**src/rtl/song_pkg.sv**
```systemverilog
// -----------------------------------------------------------------------------
// song_pkg
// Shared definitions for the song sequencer:
//   - ROM word field positions (12-bit word: adv flag, field_a, field_b)
//   - sequencer state encoding
//   - default sizes for voices, songs and entries
//   - a helper that splits a ROM word into its fields
// No ports; imported by song_reader and voice_alloc.
// -----------------------------------------------------------------------------
package song_pkg;

    // Default sizing of the sequencer
    localparam int DEF_NUM_VOICES = 3;
    localparam int DEF_ENTRY_BITS = 5;
    localparam int DEF_SONG_BITS  = 2;

    // Data widths
    localparam int ROM_W  = 12;
    localparam int NOTE_W = 6;
    localparam int ADDR_W = DEF_SONG_BITS + DEF_ENTRY_BITS;

    // ROM word field positions
    localparam int ADV_BIT  = 11;
    localparam int NOTE_MSB = 10;
    localparam int NOTE_LSB = 5;
    localparam int DUR_MSB  = 4;
    localparam int DUR_LSB  = 0;

    // Sequencer states
    typedef enum logic [2:0] {
        ST_PAUSED  = 3'd0,
        ST_FETCH   = 3'd1,
        ST_DECODE  = 3'd2,
        ST_WAIT    = 3'd3,
        ST_ADVANCE = 3'd4
    } state_e;

    // One decoded ROM entry. field_a is the note number or the advance
    // count; field_b is the duration, zero-extended to the note width.
    typedef struct packed {
        logic              adv;
        logic [NOTE_W-1:0] field_a;
        logic [NOTE_W-1:0] field_b;
    } rom_entry_t;

    function automatic rom_entry_t unpack_word(input logic [ROM_W-1:0] word);
        rom_entry_t e;
        e.adv     = word[ADV_BIT];
        e.field_a = word[NOTE_MSB:NOTE_LSB];
        e.field_b = NOTE_W'(word[DUR_MSB:DUR_LSB]);
        return e;
    endfunction

    // True when a note entry carries nothing to play
    function automatic logic is_noop(input rom_entry_t e);
        return (e.field_a == '0) || (e.field_b == '0);
    endfunction

endpackage : song_pkg

```
**src/rtl/song_reader_voice_alloc.sv**
```systemverilog
// -----------------------------------------------------------------------------
// voice_alloc
// Combinational lowest-index-first allocator over the note players' busy
// flags.
// Ports:
//   voice_busy_i  in   NUM_VOICES  per-voice busy flag (1 = playing)
//   free_idx_o    out  VOICE_W     lowest index whose busy flag is clear
//   any_free_o    out  1           at least one voice is free
// free_idx_o is 0 when no voice is free; qualify it with any_free_o.
// -----------------------------------------------------------------------------
module voice_alloc
    import song_pkg::*;
#(
    parameter int NUM_VOICES = DEF_NUM_VOICES,
    parameter int VOICE_W    = 2
) (
    input  logic [NUM_VOICES-1:0] voice_busy_i,
    output logic [VOICE_W-1:0]    free_idx_o,
    output logic                  any_free_o
);

    // Scan from the top down so the last hit, the lowest free index, wins.
    always_comb begin
        // NOTE: every output gets a default first so this block can never
        // infer a latch, whatever the busy pattern.
        free_idx_o = '0;
        any_free_o = 1'b0;
        for (int i = NUM_VOICES - 1; i >= 0; i--) begin
            if (!voice_busy_i[i]) begin
                free_idx_o = VOICE_W'(i);
                any_free_o = 1'b1;
            end
        end
    end

endmodule : voice_alloc

```
**src/rtl/song_reader.sv**
```systemverilog
// -----------------------------------------------------------------------------
// song_reader
// Walks the 2^ENTRY_BITS entries of one song held in an external registered
// ROM. Note entries are dispatched to the lowest free note player; advance
// entries hold the sequencer for a number of beat ticks.
// Ports:
//   clk         in   1           system clock
//   reset       in   1           asynchronous, active-high reset
//   play        in   1           level: 1 = run, 0 = pause
//   new_song    in   1           pulse: load song_sel, restart at entry 0
//   song_sel    in   SONG_BITS   song index, sampled on new_song
//   beat        in   1           one-cycle beat tick
//   voice_busy  in   NUM_VOICES  busy flag per note player
//   rom_addr    out  SONG+ENTRY  {song, entry} to the song ROM
//   rom_dout    in   12          ROM data, valid one cycle after rom_addr
//   new_note    out  1           one-cycle load pulse to note player 'voice'
//   voice       out  VOICE_W     target voice index
//   note        out  6           note number
//   duration    out  6           duration in beats
//   song_done   out  1           one-cycle pulse after the last entry
// All outputs come straight from registers.
// Per-entry timing: FETCH (ROM samples the address), DECODE (data valid),
// then ADVANCE; back-to-back note entries are three cycles apart.
// -----------------------------------------------------------------------------
module song_reader
    import song_pkg::*;
#(
    parameter int NUM_VOICES = DEF_NUM_VOICES,
    parameter int ENTRY_BITS = DEF_ENTRY_BITS,
    parameter int SONG_BITS  = DEF_SONG_BITS,
    localparam int VOICE_W   = (NUM_VOICES > 1) ? $clog2(NUM_VOICES) : 1
) (
    input  logic                            clk,
    input  logic                            reset,
    input  logic                            play,
    input  logic                            new_song,
    input  logic [SONG_BITS-1:0]            song_sel,
    input  logic                            beat,
    input  logic [NUM_VOICES-1:0]           voice_busy,
    output logic [SONG_BITS+ENTRY_BITS-1:0] rom_addr,
    input  logic [ROM_W-1:0]                rom_dout,
    output logic                            new_note,
    output logic [VOICE_W-1:0]              voice,
    output logic [NOTE_W-1:0]               note,
    output logic [NOTE_W-1:0]               duration,
    output logic                            song_done
);

    // -------------------------------------------------------------------------
    // State and output registers
    // -------------------------------------------------------------------------
    state_e                  state_q;
    logic [SONG_BITS-1:0]    song_q;
    logic [ENTRY_BITS-1:0]   entry_q;
    logic [NOTE_W-1:0]       wait_cnt_q;
    logic                    new_note_q;
    logic                    song_done_q;
    logic [VOICE_W-1:0]      voice_q;
    logic [NOTE_W-1:0]       note_q;
    logic [NOTE_W-1:0]       duration_q;

    // -------------------------------------------------------------------------
    // ROM word decode and voice allocation
    // -------------------------------------------------------------------------
    rom_entry_t         cur_entry;
    logic [VOICE_W-1:0] free_idx;
    logic               any_free;

    assign cur_entry = unpack_word(rom_dout);

    voice_alloc #(
        .NUM_VOICES (NUM_VOICES),
        .VOICE_W    (VOICE_W)
    ) u_voice_alloc (
        .voice_busy_i (voice_busy),
        .free_idx_o   (free_idx),
        .any_free_o   (any_free)
    );

    // -------------------------------------------------------------------------
    // Sequencer
    // -------------------------------------------------------------------------
    always_ff @(posedge clk or posedge reset) begin
        if (reset) begin
            state_q     <= ST_PAUSED;
            song_q      <= '0;
            entry_q     <= '0;
            wait_cnt_q  <= '0;
            new_note_q  <= 1'b0;
            song_done_q <= 1'b0;
            voice_q     <= '0;
            note_q      <= '0;
            duration_q  <= '0;
        end else begin
            // NOTE: non-blocking assignments throughout, so every decision
            // below sees the register values from before this edge and the
            // two pulse defaults can be overridden later in the block.
            new_note_q  <= 1'b0;
            song_done_q <= 1'b0;

            if (new_song) begin
                // Song change overrides whatever the current state wanted,
                // including a beat or an ADVANCE in the same cycle.
                song_q     <= song_sel;
                entry_q    <= '0;
                wait_cnt_q <= '0;
                state_q    <= ST_PAUSED;
            end else begin
                unique case (state_q)
                    ST_PAUSED: begin
                        if (play) state_q <= ST_FETCH;
                    end

                    // The ROM samples rom_addr on this edge.
                    ST_FETCH: begin
                        state_q <= ST_DECODE;
                    end

                    ST_DECODE: begin
                        if (cur_entry.adv) begin
                            wait_cnt_q <= cur_entry.field_a;
                            state_q    <= (cur_entry.field_a == '0) ? ST_ADVANCE : ST_WAIT;
                        end else if (is_noop(cur_entry)) begin
                            state_q <= ST_ADVANCE;
                        end else if (play && any_free) begin
                            new_note_q <= 1'b1;
                            voice_q    <= free_idx;
                            note_q     <= cur_entry.field_a;
                            duration_q <= cur_entry.field_b;
                            state_q    <= ST_ADVANCE;
                        end
                        // Otherwise stall here until a voice frees up and
                        // play is high; rom_addr stays put meanwhile.
                    end

                    // Only beats seen while already in WAIT are counted.
                    ST_WAIT: begin
                        if (play && beat) begin
                            wait_cnt_q <= wait_cnt_q - 1'b1;
                            if (wait_cnt_q == NOTE_W'(1)) state_q <= ST_ADVANCE;
                        end
                    end

                    ST_ADVANCE: begin
                        if (entry_q == '1) begin
                            // End of song: rewind and pause; PAUSED restarts
                            // on the next cycle if play is still high.
                            entry_q     <= '0;
                            song_done_q <= 1'b1;
                            state_q     <= ST_PAUSED;
                        end else begin
                            entry_q <= entry_q + 1'b1;
                            state_q <= play ? ST_FETCH : ST_PAUSED;
                        end
                    end

                    default: begin
                        state_q <= ST_PAUSED;
                    end
                endcase
            end
        end
    end

    // -------------------------------------------------------------------------
    // Outputs
    // -------------------------------------------------------------------------
    assign rom_addr  = {song_q, entry_q};
    assign new_note  = new_note_q;
    assign voice     = voice_q;
    assign note      = note_q;
    assign duration  = duration_q;
    assign song_done = song_done_q;

    // -------------------------------------------------------------------------
    // Invariants
    // -------------------------------------------------------------------------
    // A note load and an end-of-song pulse come from different states.
    a_pulses_exclusive: assert property (
        @(posedge clk) disable iff (reset) !(new_note_q && song_done_q)
    );

    // A loaded voice index always names an existing note player.
    a_voice_in_range: assert property (
        @(posedge clk) disable iff (reset) new_note_q |-> (32'(voice_q) < NUM_VOICES)
    );

    // WAIT is only entered with a nonzero count and left when it hits zero.
    a_wait_count_live: assert property (
        @(posedge clk) disable iff (reset) (state_q == ST_WAIT) |-> (wait_cnt_q != '0)
    );

endmodule : song_reader

```
**config.mk**
```make
export PLATFORM = sky130hd
export DESIGN_NAME = song_reader
export DESIGN_NICKNAME = d
export VERILOG_FILES = /design/src/rtl/song_pkg.sv /design/src/rtl/song_reader_voice_alloc.sv /design/src/rtl/song_reader.sv
export SDC_FILE = /design/constraint.sdc
export NUM_CORES = 1
export LEC_CHECK = 0
export ABC_AREA = 1
export BUFFER_PORTS_ARGS = -buffer_cell sky130_fd_sc_hd__buf_2
export CAP_MARGIN = 10
export CORE_UTILIZATION = 35
export CTS_CLUSTER_SIZE = 24
export DETAILED_ROUTE_END_ITERATION = 12
export PLACE_DENSITY = 0.58
export SYNTH_ARGS = -nofsm -noshare
export SYNTH_HDL_FRONTEND = slang
export SYNTH_SLANG_ARGS = --single-unit
```
**constraint.sdc**
```tcl
create_clock -name clk -period 1.95 [get_ports clk]
set_input_delay 0.195 -clock clk [delete_from_list [all_inputs] [get_ports clk]]
set_output_delay 0.195 -clock clk [all_outputs]
set_load 0.02 [all_outputs]
```
After elaboration in Yosys (flattened, before gate mapping). Index checks and enable logic that the tools add are counted.

Bits in registers: 31. Input bits: 22. Output and inout bits: 23. Word-level logic and storage cells: 68.

Add/subtract/negate cells: 2. Equality and inequality tests: 11. Multiplexer cells: 32. Bitwise operators: 3. Reduce and logical (&&, ||, !) cells: 11.

Operators by type and width (number): 2-to-1 mux 3 bit (8); 2-to-1 mux 6 bit (3); 2-to-1 mux 5 bit (3); one-hot mux 3 bit (5 select lines) (1); 2-to-1 mux 1 bit (13); logical NOT 6 bit (2); != test 3 bit (second input constant) (4); one-hot mux 6 bit (2 select lines) (1); equality test 3 x 2 -> 1 bit (second input constant) (2); equality test 6 x 1 -> 1 bit (second input constant) (1); 2-to-1 mux 2 bit (3); subtractor 6 x 1 -> 6 bit (second input constant) (1); adder 5 x 1 -> 5 bit (second input constant) (1); equality test 5 bit (second input constant) (1); != test 5 bit (second input constant) (1); AND reduction 5 bit (1); AND reduction 4 bit (1); equality test 3 x 1 -> 1 bit (second input constant) (1); equality test 3 bit (second input constant) (1); logical NOT 3 bit (1); inverter 1 bit (3); AND reduction 3 bit (1); nonzero test 3 bit (1); logical AND 1 bit (2); 2 further kinds (2).

Longest topological paths before layout.
Word-level depth: 9. Mapped depth: 9. Mapped depth without buffers: 9.

Cells and area by module. Synthesis repeated with hierarchy kept, for this count alone.

Cell total of the unflattened synthesis: 238. Area, all modules: 1691.6 µm².

By module, submodules not included: song_reader (instances 1, cells each 233, area an instance 1669.1 µm², seq. area each 775.7 µm²); voice_alloc (instances 1, cells each 5, area an instance 22.5 µm², seq. area each 0.0 µm²).

Least setup slack after synthesis. OpenSTA, ideal clock, no wires.

Path kind: reg-to-reg. Start point: reg entry_q[0]. End point: reg state_q[0]. Library setup time: 0.078 ns. Arrival time: 1.408 ns. Data required time: 1.872 ns. Setup slack: 0.464 ns. Cell stages (with the launch flop): 10. Buffers on the path: 0. Period minus slack after synthesis: 1.486 ns. Path through: dfrtp_1 ha_1 nand2_1 nor2_1 ha_1 o21ai_0 nand2_1 nand2_1 nand2_1 o21bai_1.

Word-level cells in the longest chain between the ends: 4.

RTL lines: start, declared (RTL line song_reader.sv:54) `logic [ENTRY_BITS-1:0] entry_q;`; start signal, assigned (RTL line song_reader.sv:152) `entry_q <= entry_q + 1'b1;`; equality test 5 bit (RTL line song_reader.sv:145) `if (entry_q == '1) begin`; 2-to-1 mux 1 bit (RTL line song_reader.sv:145); one-hot mux 3 bit (5 select lines) (RTL line song_reader.sv:109) `unique case (state_q)`; 2-to-1 mux 3 bit (RTL line song_reader.sv:101) `if (new_song) begin`; end signal, assigned (RTL line song_reader.sv:122) `state_q <= (cur_entry.field_a == '0) ? ST_ADVANCE : ST_WAIT;`; end signal, assigned (RTL line song_reader.sv:153) `state_q <= play ? ST_FETCH : ST_PAUSED;`; end, declared (RTL line song_reader.sv:52) `state_e state_q;`.

Every way passes these cells. A chain may end at the register's enable or synchronous reset.

Final worst setup path. Ends and elaborated chain as after synthesis.

==> flow_metrics.py <==
metrics = {
    "status": {
        "status": "finished, violations left",
        "violations": "design-rule violations",
    },
    "global_route": {
        "grt_pass1_vias": 1406,
        "grt_pass1_wl_um": 6380,
        "overflow": 0,
        "grt_use_total_pct": 16.7,
        "grt_max_degree": 32,
        "antenna_found_initial": 0,
    },
    "synthesis": {
        "synth_area_per_cell_sq_um": 7.85,
        "yosys.area_share.simple_pct": 33.5,
        "yosysTopAreaCell": "dfrtp_1",
        "async_flop_share_pct": 100,
        "synthCells": 211,
        "ys.warnings.count": 0,
        "ys_seq_area_share_pct": 46.8,
        "yosys.area_share.adder_pct": 3.02,
        "synth_edf_count": 0,
        "ys_top_cells_by_count": "79 x nand2_1, 31 x dfrtp_1, 20 x nor2_1",
        "syn_nets": 237,
        "synthMostInstantiatedCell": "nand2_1",
        "synth-xor-area-share_pct": 1.06,
        "synth_top_family_by_area": "simple AND/OR/NAND/NOR gates",
        "synth_area_leaders": "dfrtp_1 47%, nand2_1 18%, nor2_1 4.5%, nand3_1 3.6%, o21ai_0 3.3%",
        "synth_compound_area_share_pct": 8.46,
        "synth_ff_type": "dfrtp_1",
        "synth_area_sq_mm": 0.00166,
        "synth_top_area_share_pct": 46.8,
        "synth.area.mux_share_pct": 0,
        "synth-seq-cells": 31,
        "synthDistinctLibCells": 31,
    },
    "route": {
        "first_pass_iters": 8,
        "postRouteAntennaNets": 0,
        "drc": 8,
        "routed_wl_um": 3590,
        "vias": 1453,
        "wl_per_cell_um": 11.5,
        "drt-initial-drc-count": 92,
        "via_per_inst": 4.66,
    },
    "floorplanning": {
        "ios": 45,
        "die_w_um": 70.8,
        "design.die.area_sq_mm": 0.00501,
        "die_h_um": 70.8,
        "core_area_sq_mm": 0.00444,
        "start_util_pct": 37.3,
        "rows": 24,
    },
    "sta": {
        "rsz0062_at_grt": "no",
        "slew_viol_final": 0,
        "finalSetupViolations": 0,
        "finalSetupTns_ps": 0,
        "final_hold_viol_count": 0,
        "clock_skew_ps": 7.45,
        "post-route-period-util_pct": 75.5,
        "layout_min_cycle_time_ps": 1470,
        "fmax_ghz": 0.679,
    },
    "cts": {
        "clk_pin_slew_ps": 60,
        "cts-root-buf": "clkbuf_8",
        "cts_buffers": 5,
        "clock_latency_ps": 290,
        "cts-resized-gates": 0,
        "clk_path_buf_depth": 2,
        "htreeDepth": 2,
        "numClockSinks": 31,
        "cts_tree": "done",
    },
    "cells_and_area": {
        "fin_util_pct": 45.8,
        "num-nets-final": 285,
        "num_antenna_cells": 0,
        "drive_above_1_share_pct": 25.8,
        "area_growth_pct": 22.8,
        "final_cells": 312,
    },
    "placed_design": {
        "dp_cells": 303,
        "io_buffers": 43,
        "gp_congestion": 0.753,
        "dp_hpwl_um": 2670,
    },
    "critical_path": {
        "critPathMaxFanout": 5,
        "critPathCaptureType": "flop",
        "cp_data_required_time_ps": 2160,
        "cp_data_arrival_time_ps": 1680,
        "timing_worst_setup_path_type": "flop to flop",
        "cp-start-kind": "flop",
    },
    "flow_run": {
        "maxCapViolCount": 0,
    },
    "pwr": {
        "ir_drop_mv": 0.450,
        "power.leakage_nw": 1.16,
        "powerDensity_mw_per_mm2": 1190,
    },
    "worst_hold_path": {
        "hold_class": "input pin to flop",
    },
}
path summary, 6_finish.rpt:
kind	from	slack [ps]	cells past startpoint	end
max	entry_q[0]$_DFFE_PP0P_	480	9	state_q[0]$_DFFE_PP0P_
min	song_sel[1]	110	3	song_q[1]$_DFFE_PP0P_
max reg2reg	entry_q[0]$_DFFE_PP0P_	480	9	state_q[0]$_DFFE_PP0P_
min reg2reg	song_q[1]$_DFFE_PP0P_	470	2	song_q[1]$_DFFE_PP0P_
max in group asynchronous	reset	1130	4	entry_q[1]$_DFFE_PP0P_
min in group asynchronous	reset	530	4	duration[0]$_DFFE_PP0P_
layout make-up:
class	instances	area (sq um)
inverter	20	76.3
sequential	31	776
timing repair buffer	45	233
clock inverter	2	35.0
clock buffer	6	82.6
multi-input combinational	156	767
tap	52	65.1
fill	472	2410
registers in the layout (all words and copies together) (netlist names):
name,flops
duration,5
entry_q,5
new_note,1
note,6
song_done,1
song_q,2
state_q,3
voice,2
wait_cnt_q,6
placed cells by master (no fill, tap or decap), types with 4 or more instances in the layout:
master	instances
a21oi_1	4
buf_2	43
clkbuf_8	6
dfrtp_1	31
ha_1	4
inv_1	14
inv_2	4
nand2_1	79
nand3_1	12
nor2_1	20
o21ai_0	11
kinds of logic after synthesis:
| kind of cell | count (synthesis) |
|---|---|
| adders and majority gates | 4 |
| other | 1 |
| buffers and inverters | 24 |
| xor gates and xnor gates | 2 |
| AOI/OAI and AO/OA | 24 |
| DFF | 31 |
| and+or+nand+nor | 125 |
layer usage:
layer	vias to the layer above	global-route usage, %	share of wire, %	wire length (um)
li1	766	-	-	-
met1	645	21.7	50	1790
met2	40	25.6	44	1570
met3	2	5.98	5.6	202
met4	0	6.00	0.67	24
met5	-	0	0	0
power breakdown:
part           internal (mW)  leakage (nW)  switching [mW]
clock                  0.413        0.0612           0.247
combinational          0.293         0.681           0.537
sequential             0.808         0.416           0.119
timing repair:
item | CTS | global route
endpoints found under the hold margin | 18 | 0
hold buffers | 1 | 0
buffers inserted | 0 | 0
critical path, cell delays in order (launching register included):
cell and delay, ps:
dfrtp_1 410, ha_1 230, nand2_1 80, nor2_1 40, ha_1 180, o21ai_0 150, nand2_1 60, nand2_1 60
nand2_1 40, o21bai_1 130
metrics by stage:
stage	power (mW)	worst slack, ps	hold slack, ps	cell area, sq um
after floorplan	1.53	464	299	1660
after global placement	1.77	516	299	1910
after detailed placement	1.78	475	306	1910
after CTS	2.45	464	103	2030
after global routing	2.61	293	97.1	2030
final	2.42	477	109	2030
Power figures use the tool's default switching activity.
